$ cat src/rtl/alu_pkg.sv
// Shared encodings for the ALU control unit and its multiply/divide engine.
package alu_pkg;

  localparam logic [1:0] ALUOP_ADD   = 2'b00;
  localparam logic [1:0] ALUOP_SUB   = 2'b01;
  localparam logic [1:0] ALUOP_RTYPE = 2'b10;
  localparam logic [1:0] ALUOP_AND   = 2'b11;

  localparam logic [5:0] FUNC_ADD     = 6'b100000;
  localparam logic [5:0] FUNC_SUB     = 6'b100010;
  localparam logic [5:0] FUNC_AND     = 6'b100100;
  localparam logic [5:0] FUNC_OR      = 6'b100101;
  localparam logic [5:0] FUNC_XOR     = 6'b100110;
  localparam logic [5:0] FUNC_NOR     = 6'b100111;
  localparam logic [5:0] FUNC_SLT     = 6'b101010;
  localparam logic [5:0] FUNC_SLT_ALT = 6'b110010;
  localparam logic [5:0] FUNC_MULT    = 6'b011000;
  localparam logic [5:0] FUNC_MULTU   = 6'b011001;
  localparam logic [5:0] FUNC_DIV     = 6'b011010;
  localparam logic [5:0] FUNC_DIVU    = 6'b011011;
  localparam logic [5:0] FUNC_MFHI    = 6'b010000;
  localparam logic [5:0] FUNC_MTHI    = 6'b010001;
  localparam logic [5:0] FUNC_MFLO    = 6'b010010;
  localparam logic [5:0] FUNC_MTLO    = 6'b010011;

  localparam logic [2:0] ALUCTRL_AND = 3'b000;
  localparam logic [2:0] ALUCTRL_OR  = 3'b001;
  localparam logic [2:0] ALUCTRL_ADD = 3'b010;
  localparam logic [2:0] ALUCTRL_XOR = 3'b011;
  localparam logic [2:0] ALUCTRL_NOR = 3'b100;
  localparam logic [2:0] ALUCTRL_SUB = 3'b110;
  localparam logic [2:0] ALUCTRL_SLT = 3'b111;

  typedef enum logic [1:0] {
    MD_IDLE = 2'd0,
    MD_PREP = 2'd1,
    MD_RUN  = 2'd2,
    MD_FIX  = 2'd3
  } md_state_e;

  function automatic logic is_md_class(input logic [5:0] f);
    return f inside {FUNC_MULT, FUNC_MULTU, FUNC_DIV, FUNC_DIVU,
                     FUNC_MFHI, FUNC_MTHI, FUNC_MFLO, FUNC_MTLO};
  endfunction

  function automatic logic is_muldiv(input logic [5:0] f);
    return f inside {FUNC_MULT, FUNC_MULTU, FUNC_DIV, FUNC_DIVU};
  endfunction

endpackage

$ cat src/rtl/md_iter_core.sv
// Iterative multiply/divide datapath: one result bit per cycle, signs handled
// around an unsigned core.
//
// state   | meaning
// --------+-----------------------------------------------------------
// MD_IDLE | waiting for start; operands captured on the start edge
// MD_PREP | form operand magnitudes, record result signs, load counter
// MD_RUN  | WIDTH iterations of shift-add / restoring shift-subtract
// MD_FIX  | signed/special-case result presented; done pulses next cycle
module md_iter_core
  import alu_pkg::*;
#(
  parameter int WIDTH = 32
) (
  input  logic             clk,
  input  logic             rst_n,
  input  logic             start,
  input  logic             op_div,
  input  logic             op_signed,
  input  logic [WIDTH-1:0] src_a,
  input  logic [WIDTH-1:0] src_b,
  output logic             idle,
  output logic             fix,
  output logic             done,
  output logic [WIDTH-1:0] res_hi,
  output logic [WIDTH-1:0] res_lo
);

  localparam int CNT_W = $clog2(WIDTH + 1);

  md_state_e state, state_next;

  logic [CNT_W-1:0] cnt;
  logic [WIDTH-1:0] a_cap, b_cap;
  logic             div_r, sgn_r;
  logic             neg_res, neg_rem;
  logic [WIDTH-1:0] m, q, rem;

  logic [WIDTH-1:0]   mag_a, mag_b;
  logic [WIDTH:0]     mul_sum;
  logic [WIDTH:0]     shifted;
  logic               div_ge;
  logic [WIDTH-1:0]   sub;
  logic [2*WIDTH-1:0] prod, prod_fix;
  logic [WIDTH-1:0]   quo, rmd;

  assign mag_a   = (sgn_r && a_cap[WIDTH-1]) ? -a_cap : a_cap;
  assign mag_b   = (sgn_r && b_cap[WIDTH-1]) ? -b_cap : b_cap;
  assign mul_sum = {1'b0, rem} + (q[0] ? {1'b0, m} : '0);
  assign shifted = {rem, q[WIDTH-1]};
  assign div_ge  = shifted >= {1'b0, m};
  assign sub     = WIDTH'(shifted - {1'b0, m});

  always_ff @(posedge clk or negedge rst_n) begin
    if (!rst_n) begin
      state   <= MD_IDLE;
      cnt     <= '0;
      a_cap   <= '0;
      b_cap   <= '0;
      div_r   <= 1'b0;
      sgn_r   <= 1'b0;
      neg_res <= 1'b0;
      neg_rem <= 1'b0;
      m       <= '0;
      q       <= '0;
      rem     <= '0;
      done    <= 1'b0;
    end else begin
      state <= state_next;
      done  <= (state == MD_FIX);
      case (state)
        MD_IDLE: begin
          if (start) begin
            a_cap <= src_a;
            b_cap <= src_b;
            div_r <= op_div;
            sgn_r <= op_signed;
          end
        end
        MD_PREP: begin
          m       <= mag_b;
          q       <= mag_a;
          rem     <= '0;
          cnt     <= CNT_W'(WIDTH);
          neg_res <= sgn_r & (a_cap[WIDTH-1] ^ b_cap[WIDTH-1]);
          neg_rem <= sgn_r & a_cap[WIDTH-1];
        end
        MD_RUN: begin
          cnt <= cnt - CNT_W'(1);
          if (div_r) begin
            rem <= div_ge ? sub : shifted[WIDTH-1:0];
            q   <= {q[WIDTH-2:0], div_ge};
          end else begin
            rem <= mul_sum[WIDTH:1];
            q   <= {mul_sum[0], q[WIDTH-1:1]};
          end
        end
        default: ;
      endcase
    end
  end

  always_comb begin
    state_next = state;
    case (state)
      MD_IDLE: if (start) state_next = MD_PREP;
      MD_PREP: state_next = MD_RUN;
      MD_RUN:  if (cnt == CNT_W'(1)) state_next = MD_FIX;
      MD_FIX:  state_next = MD_IDLE;
      default: state_next = MD_IDLE;
    endcase
  end

  // Overflow (-2^(W-1) / -1) falls out naturally: the magnitude quotient
  // 2^(W-1) is not negated, which is exactly the required 0x80..0.
  always_comb begin
    prod     = {rem, q};
    prod_fix = neg_res ? -prod : prod;
    quo      = neg_res ? -q : q;
    rmd      = neg_rem ? -rem : rem;
    res_hi   = prod_fix[2*WIDTH-1:WIDTH];
    res_lo   = prod_fix[WIDTH-1:0];
    if (div_r) begin
      if (b_cap == '0) begin
        res_hi = a_cap;
        res_lo = '1;
      end else begin
        res_hi = rmd;
        res_lo = quo;
      end
    end
  end

  assign idle = (state == MD_IDLE);
  assign fix  = (state == MD_FIX);

endmodule

$ cat src/rtl/alu_control_md.sv
// ALU control decode plus HI/LO ownership and pipeline stall for the
// multi-cycle multiply/divide engine.
module alu_control_md
  import alu_pkg::*;
#(
  parameter int WIDTH  = 32,
  parameter int CTRL_W = 3
) (
  input  logic              clk,
  input  logic              rst_n,
  input  logic [1:0]        ALUOp,
  input  logic [5:0]        func,
  input  logic              op_valid,
  input  logic [WIDTH-1:0]  src_a,
  input  logic [WIDTH-1:0]  src_b,
  output logic [CTRL_W-1:0] ALUControl,
  output logic [WIDTH-1:0]  hilo_rdata,
  output logic              md_busy,
  output logic              md_done,
  output logic              stall
);

  logic             rtype, md_class, muldiv, start;
  logic             idle, fix;
  logic [WIDTH-1:0] hi, lo, res_hi, res_lo;
  logic [2:0]       ctrl;

  assign rtype    = (ALUOp == ALUOP_RTYPE);
  assign md_class = rtype & is_md_class(func);
  assign muldiv   = rtype & is_muldiv(func);
  assign start    = op_valid & muldiv & idle;
  assign stall    = op_valid & md_class & ~idle;
  assign md_busy  = ~idle;

  always_comb begin
    ctrl = ALUCTRL_AND;
    case (ALUOp)
      ALUOP_ADD: ctrl = ALUCTRL_ADD;
      ALUOP_SUB: ctrl = ALUCTRL_SUB;
      ALUOP_AND: ctrl = ALUCTRL_AND;
      default: begin
        case (func)
          FUNC_ADD:               ctrl = ALUCTRL_ADD;
          FUNC_SUB:               ctrl = ALUCTRL_SUB;
          FUNC_AND:               ctrl = ALUCTRL_AND;
          FUNC_OR:                ctrl = ALUCTRL_OR;
          FUNC_XOR:               ctrl = ALUCTRL_XOR;
          FUNC_NOR:               ctrl = ALUCTRL_NOR;
          FUNC_SLT, FUNC_SLT_ALT: ctrl = ALUCTRL_SLT;
          default:                ctrl = ALUCTRL_AND;
        endcase
      end
    endcase
  end

  assign ALUControl = CTRL_W'(ctrl);

  always_comb begin
    hilo_rdata = '0;
    if (rtype && idle) begin
      if (func == FUNC_MFHI) hilo_rdata = hi;
      if (func == FUNC_MFLO) hilo_rdata = lo;
    end
  end

  // Engine results and mthi/mtlo are mutually exclusive: moves only land in IDLE.
  always_ff @(posedge clk or negedge rst_n) begin
    if (!rst_n) begin
      hi <= '0;
      lo <= '0;
    end else if (fix) begin
      hi <= res_hi;
      lo <= res_lo;
    end else if (op_valid && rtype && idle) begin
      if (func == FUNC_MTHI) hi <= src_a;
      if (func == FUNC_MTLO) lo <= src_a;
    end
  end

  md_iter_core #(
    .WIDTH(WIDTH)
  ) u_core (
    .clk       (clk),
    .rst_n     (rst_n),
    .start     (start),
    .op_div    (func[1]),
    .op_signed (~func[0]),
    .src_a     (src_a),
    .src_b     (src_b),
    .idle      (idle),
    .fix       (fix),
    .done      (md_done),
    .res_hi    (res_hi),
    .res_lo    (res_lo)
  );

endmodule

$ cat config.mk
export PLATFORM = sky130hd
export DESIGN_NAME = alu_control_md
export DESIGN_NICKNAME = d
export VERILOG_FILES = /design/src/rtl/alu_pkg.sv /design/src/rtl/md_iter_core.sv /design/src/rtl/alu_control_md.sv
export SDC_FILE = /design/constraint.sdc
export NUM_CORES = 1
export LEC_CHECK = 0
export BUFFER_PORTS_ARGS = -buffer_cell sky130_fd_sc_hd__clkbuf_2
export CAP_MARGIN = 0
export CORE_MARGIN = 2
export CORE_UTILIZATION = 55
export DETAILED_ROUTE_END_ITERATION = 16
export PLACE_DENSITY = 0.73
export SLEW_MARGIN = 30
export SYNTH_ARGS = -nofsm -noshare
export SYNTH_HDL_FRONTEND = slang
export SYNTH_SLANG_ARGS = --single-unit
$ cat constraint.sdc
create_clock -name clk -period 3.5 [get_ports clk]
set_input_delay 0.35 -clock clk [delete_from_list [all_inputs] [get_ports clk]]
set_output_delay 0.35 -clock clk [all_outputs]
set_load 0.01 [all_outputs]
==> results of run 1 <==
-- worst max-delay path by stage --
stage | slack, ps | cells after the start | endpoint
global placement | -30 | 13 | u_core.rem[15]
CTS | 30 | 13 | u_core.rem[15]
global route | -10 | 13 | u_core.rem[30]
detailed placement | -30 | 13 | u_core.rem[15]
floorplan | 370 | 13 | u_core.rem[30]
finish | 100 | 11 | u_core.rem[27]
-- what timing repair did --
item | 4_1_cts | 5_1_grt
endpoints found under the setup margin | 3 | 46
gates cloned | 0 | 1
buffers inserted | 0 | 2
hold buffers | 1 | 0
pin swaps | 0 | 2
gates resized for setup | 2 | 16
endpoints found under the hold margin | 100 | 0
-- sequential cells by signal, indices dropped and copies added (netlist names) --
name / cells
u_core.m: 32
lo: 32
u_core.div_r: 1
u_core.neg_rem: 1
u_core.b_cap: 32
hi: 32
u_core.a_cap: 32
u_core.sgn_r: 1
u_core.neg_res: 1
u_core.rem: 32
u_core.done: 1
u_core.cnt: 6
u_core.q: 32
u_core.state: 2
-- critical path: stages (launching register included) --
cell and delay, ps:
dfrtp_1 380, inv_1 140, ha_1 320, a21o_1 220, a31oi_1 230, nand2_1 160
a21o_1 230, a221oi_1 470, o21ai_0 410, a31oi_1 310, xor2_1 230, o221ai_1 160
-- placed cells by master, fill, tap and decap left out, types with 21 or more instances in the layout --
cell type	count
nand2_1	172
ha_1	71
o221ai_1	25
a211oi_1	57
xnor2_1	108
nor2_1	225
mux2i_1	83
mux2_2	72
buf_4	108
a21o_1	27
nor2b_1	37
clkbuf_2	111
xor2_1	77
a21oi_1	193
o211ai_1	39
clkbuf_16	29
o22ai_1	21
inv_1	90
o31ai_1	31
nand3_1	32
nor3_1	33
and2_1	30
o21ai_0	130
dfrtp_1	234
-- synth_stat cells, types with 18 or more instances --
master	number
o211ai_1	39
nand4_1	20
mux2_2	72
o21ai_0	132
nor2b_1	38
a31oi_1	19
nand2_1	172
xnor2_1	108
mux2i_1	83
nor3_1	35
nor2_1	226
a211oi_1	59
clkbuf_1	115
dfrtp_1	237
inv_1	90
nand3_1	33
o221ai_1	25
a21o_1	27
and2_1	30
xor2_1	77
buf_1	20
nand2b_1	18
o22ai_1	22
ha_1	74
a21oi_1	194
o31ai_1	31
-- cells by family after synthesis --
family | count (synthesis) | synth area share
adder cells (fa/ha/maj) | 77 | 0.0530
buffers and inverters | 235 | 0.0489
flip-flops | 237 | 0.322
AO/OA/AOI/OAI | 658 | 0.230
multiplexers | 155 | 0.0891
AND/OR/NAND/NOR | 654 | 0.169
XOR/XNOR | 185 | 0.0879
-- layer usage --
metal | wire [um] | vias up
li1 | - | 8185
met4 | 3690 | 0
met2 | 29900 | 926
met5 | 0 | -
met1 | 25400 | 8848
met3 | 5060 | 209
-- report_power, final --
| group | switching, mW | internal [mW] | total (mW) |
|---|---|---|---|
| registers | 0.771 | 3.57 | 4.34 |
| logic | 5.48 | 3.08 | 8.56 |
| clock network | 1.26 | 2.19 | 3.45 |
| total | 7.51 | 8.83 | 16.3 |
-- layout make-up --
cell class | instances | area share
sequential | 237 | 0.281
clock buffer | 38 | 0.0397
inverter | 92 | 0.0165
timing repair buffer | 226 | 0.0705
multi-input combinational | 1729 | 0.554
tap | 448 | 0.0265
clock inverter | 14 | 0.0121
timing repair inverter | 1 | 0.000237
antenna | 1 | 0.000118
==> flow_summary_export.csv, run 1 <==
group,metric,value,unit
placed_design,place_ws,-25.6,ps
sta,setup_viol,0,
placed_design,dpl_cell_area,20000,sq um
hold_path,hold_path_depth,2,
die,start_util,0.554,
critical_path,reg2reg_depth,11,
synthesis,syn-instance-count,2201,
synthesis,synth.distinct_cells,84,
flow_run,cap_violations,0,
cells_and_area,stdcell_area,21200,sq um
clock_network,cts_buffers,28,
sta,timing.final.ws_setup,95.4,ps
drt,routedWlPerCell,23.0,um
sta,rsz0062_at_grt,"true",
synthesis,ys_seq_area_frac,0.322,
critical_path,worstSetupPathType,"flip-flop to flip-flop",
clock_network,htreeDepth,1,
sta,slew-limit-headroom,0.395,
global_route,met2_usage,0.593,
clock_network,root_buffer,"clkbuf_16",
die,die_y,187,um
die,die_w,187,um
outcome,status,"completed",
cells_and_area,drive_above_1_share,0.171,
synthesis,synth_area_leaders,"dfrtp_1 32%, a21oi_1 5.3%, xnor2_1 5.1%, ha_1 5.0%, nor2_1 4.6%",
placed_design,placed_cells,2729,
synthesis,syn_nets,2352,
synthesis,postSynthAreaPerCell,8.37,sq um
global_route,grt_pass1_vias,17800,
sta,period_share,0.973,
sta,tightest_slew,907,ps
die,dieArea,35000,sq um
sta,fmax,294,MHz
sta,hold_viol,0,
sta,timing.hold.ws,31.1,ps
critical_path,r2r-end,"u_core.rem[27]",
drt,vias,18200,
critical_path,worst_setup_path_start_kind,"flip-flop",
cells_and_area,fill_cells,2854,
drt,drt_wl_total,64.1,mm
placed_design,numPortBuffers,112,
power_and_ir_drop,leakage,9.46,nW
critical_path,crit-reg2reg-launch,"u_core.m[4]",
synthesis,yosysTopAreaCell,"dfrtp_1",
synthesis,yosysTopAreaCellShare,0.322,
cells_and_area,postLayoutCoreUtil,0.636,
cells_and_area,area_delta_synth_final,14.8,%
global_route,grt_max_degree,103,
power_and_ir_drop,finalPower,16.3,mW
power_and_ir_drop,powerDensity,773,nW/um^2
clock_network,path_clk_slew,60,ps
drt,drc,0,
die,core-area,33300,sq um
critical_path,required,3900,ps
synthesis,ys.flop_type,"dfrtp_1",
critical_path,worst-endpoint-arrival,3810,ps
critical_path,crit_start,"u_core.m[4]",
global_route,top_usage_layer,"met2",
cells_and_area,final_cell_count_no_fill,2786,
placed_design,place.gp.congestion,1.01,
global_route,antenna_found_initial,1,
synthesis,syn_area,18400,sq um
synthesis,yosys_warnings,0,
global_route,grt_pass1_wl,100,mm
synthesis,synth_edf_count,0,
drt,ant_nets,0,
critical_path,rrSetupSlack,100,ps
placed_design,dp_hpwl,47.7,mm
sta,fin_crit,3400,ps
clock_network,cts_tree,"built",
power_and_ir_drop,irDropWorstVdd,0.554,mV
die,rows,67,
global_route,met1_usage,0.457,
cells_and_area,fin_nets,2466,
clock_network,cts_max_path_buffers,3,
synthesis,synth-seq-cells,237,
critical_path,cp-end-kind,"flip-flop",
global_route,grt_util_met3,0.0537,
hold_path,hold_class,"input port to flip-flop",
critical_path,worst-path-max-fanout,6,
global_route,grt_usage,0.360,
hold_path,min-delay-start,"src_b[25]",
clock_network,clock_latency,560,ps
sta,skew,24.5,ps
sta,maxSlewViolCount,0,
drt,vias_per_cell,6.52,
die,ios,113,
cells_and_area,multi_input_area,11700,sq um
clock_network,clock-sinks,237,
sta,tns,0,ps
synthesis,async_flop_share,1.00,
cells_and_area,regArea,5940,sq um
hold_path,whs_endpoint,"u_core.b_cap[25]",
drt,first_pass_iters,5,
drt,drtIter0Drc,1722,
global_route,grt_overflow,0,
Note: power is estimated with default switching activity, not from simulation.
==> inputs of run 2 (changes only) <==
==> constraint.sdc (replaced) <==
create_clock -name clk -period 3.5 [get_ports clk]
set_input_delay 0.35 -clock clk [delete_from_list [all_inputs] [get_ports clk]]
set_output_delay 0.35 -clock clk [all_outputs]
set_load 0.05 [all_outputs]
==> flow_summary_export.csv, run 2 (synthesis results as in run 1) <==
group,metric,value,unit
outcome,status,"completed",
critical_path,cpMostUsedCell,"or3_4",
hold_path,whs_endpoint,"u_core.b_cap[2]",
critical_path,cp_slowest_cell,"or4_2",
clock_network,htreeDepth,1,
sta,period_share,0.974,
critical_path,worst_setup_path_start_kind,"flip-flop",
placed_design,dp_hpwl,47.6,mm
sta,hold_viol,0,
sta,maxSlewViolCount,0,
critical_path,rrSetupSlack,90,ps
placed_design,numPortBuffers,112,
clock_network,path_clk_slew,60,ps
cells_and_area,final_common_cell,"dfrtp_1",
sta,tightest_slew,889,ps
sta,timing.hold.ws,34.2,ps
global_route,grt_usage,0.354,
drt,vias,18100,
drt,drt_wl_total,63.4,mm
power_and_ir_drop,powerDensity,772,nW/um^2
die,core-area,33300,sq um
drt,vias_per_cell,6.47,
global_route,grt_max_degree,116,
drt,routedWlPerCell,22.7,um
drt,first_pass_iters,5,
die,die_w,187,um
die,die_y,187,um
die,ios,113,
global_route,grt_pass1_wl,98.5,mm
critical_path,crit-reg2reg-launch,"u_core.q[27]",
sta,tns,0,ps
drt,drc,0,
critical_path,required,3910,ps
hold_path,hold_class,"input port to flip-flop",
die,start_util,0.554,
critical_path,worst-path-max-fanout,5,
global_route,antenna_found_initial,1,
cells_and_area,area_delta_synth_final,15.0,%
cells_and_area,final_cell_mix,"234 x dfrtp_1, 225 x nor2_1, 194 x a21oi_1, 172 x nand2_1, 130 x o21ai_0",
critical_path,cp-end-kind,"flip-flop",
critical_path,worst-endpoint-arrival,3820,ps
cells_and_area,stdcell_area,21200,sq um
power_and_ir_drop,finalPower,16.3,mW
hold_path,min-delay-start,"src_b[2]",
global_route,grt_pass1_vias,17600,
clock_network,root_buffer,"clkbuf_16",
sta,rsz0062_at_grt,"false",
sta,slew-limit-headroom,0.406,
cells_and_area,drive_above_1_share,0.173,
placed_design,place.gp.congestion,1.02,
cells_and_area,fin_nets,2470,
drt,ant_nets,0,
placed_design,dpl_cell_area,20000,sq um
drt,drtIter0Drc,1680,
clock_network,cts_tree,"built",
die,dieArea,35000,sq um
global_route,grt_overflow,0,
critical_path,r2r-end,"hi[22]",
critical_path,reg2reg_depth,8,
flow_run,cap_violations,0,
hold_path,hold_path_depth,2,
die,rows,67,
power_and_ir_drop,leakage,9.48,nW
clock_network,clock-sinks,237,
critical_path,worstSetupPathType,"flip-flop to flip-flop",
power_and_ir_drop,irDropWorstVdd,0.493,mV
clock_network,cts_max_path_buffers,3,
sta,setup_viol,0,
clock_network,clock_latency,560,ps
sta,fin_crit,3410,ps
critical_path,critPathMaxStageDelay,770,ps
sta,fmax,293,MHz
clock_network,cts_buffers,28,
critical_path,crit_chain,"or3_4 -> or3_4 -> or4b_4 -> or4_2 -> a2111oi_0 -> o21ai_0 -> o31ai_1 -> a31oi_1",
sta,skew,24.9,ps
run 2: metrics by stage:
stage / worst slack (ps) / cells / utilization
floorplan: 369 / 2201 / -
global placement: 48.7 / 2733 / 0.601
detailed placement: -17.2 / 2733 / 0.601
CTS: 21.7 / 2786 / 0.633
global route: 4.18 / 2790 / 0.637
finish: 90.5 / 2790 / 0.637
run 2: layer usage:
layer	routed length, um	track usage	vias to the layer above
li1	-	-	8185
met1	25000	0.448	8694
met2	29700	0.588	951
met3	4930	0.0473	223
met4	3820	0.195	0
met5	0	0	-
run 2: report_power, final:
part	internal, mW	switching, mW	total [mW]
Combinational	3.14	5.57	8.71
Clock	2.08	1.27	3.35
Sequential	3.56	0.724	4.29
run 2: worst max-delay path by stage:
stage,start,to,slack (ps),cells past startpoint
floorplan,u_core.q[31],u_core.rem[30],370,13
global placement,u_core.q[18],hi[9],50,9
detailed placement,u_core.q[19],hi[9],-20,9
CTS,u_core.q[27],hi[9],20,9
global route,u_core.b_cap[8],hi[9],4,10
finish,u_core.q[27],hi[22],90,8
run 2: timing repair:
item                                    in CTS  in global routing
endpoints found under the hold margin      111                  0
hold buffers                                 1                  0
setup buffers                                0                  2
endpoints found under the setup margin       2                 34
gates resized for setup                      2                 14
run 2: final cells by class:
cell class,count,area (sq um)
Fill cell,2854,12100
Multi-Input combinational cell,1729,11700
Sequential cell,237,5940
Timing Repair Buffer,231,1560
Clock buffer,35,808
Tap cell,448,561
Inverter,92,349
Clock inverter,17,254
Antenna cell,1,2.50
run 2: critical path, delay by kind of cell (launching register included):
family | cells | cell delay, ps
AOI/OAI and AO/OA | 4 | 780
DFF | 1 | 430
and+or+nand+nor | 4 | 2050
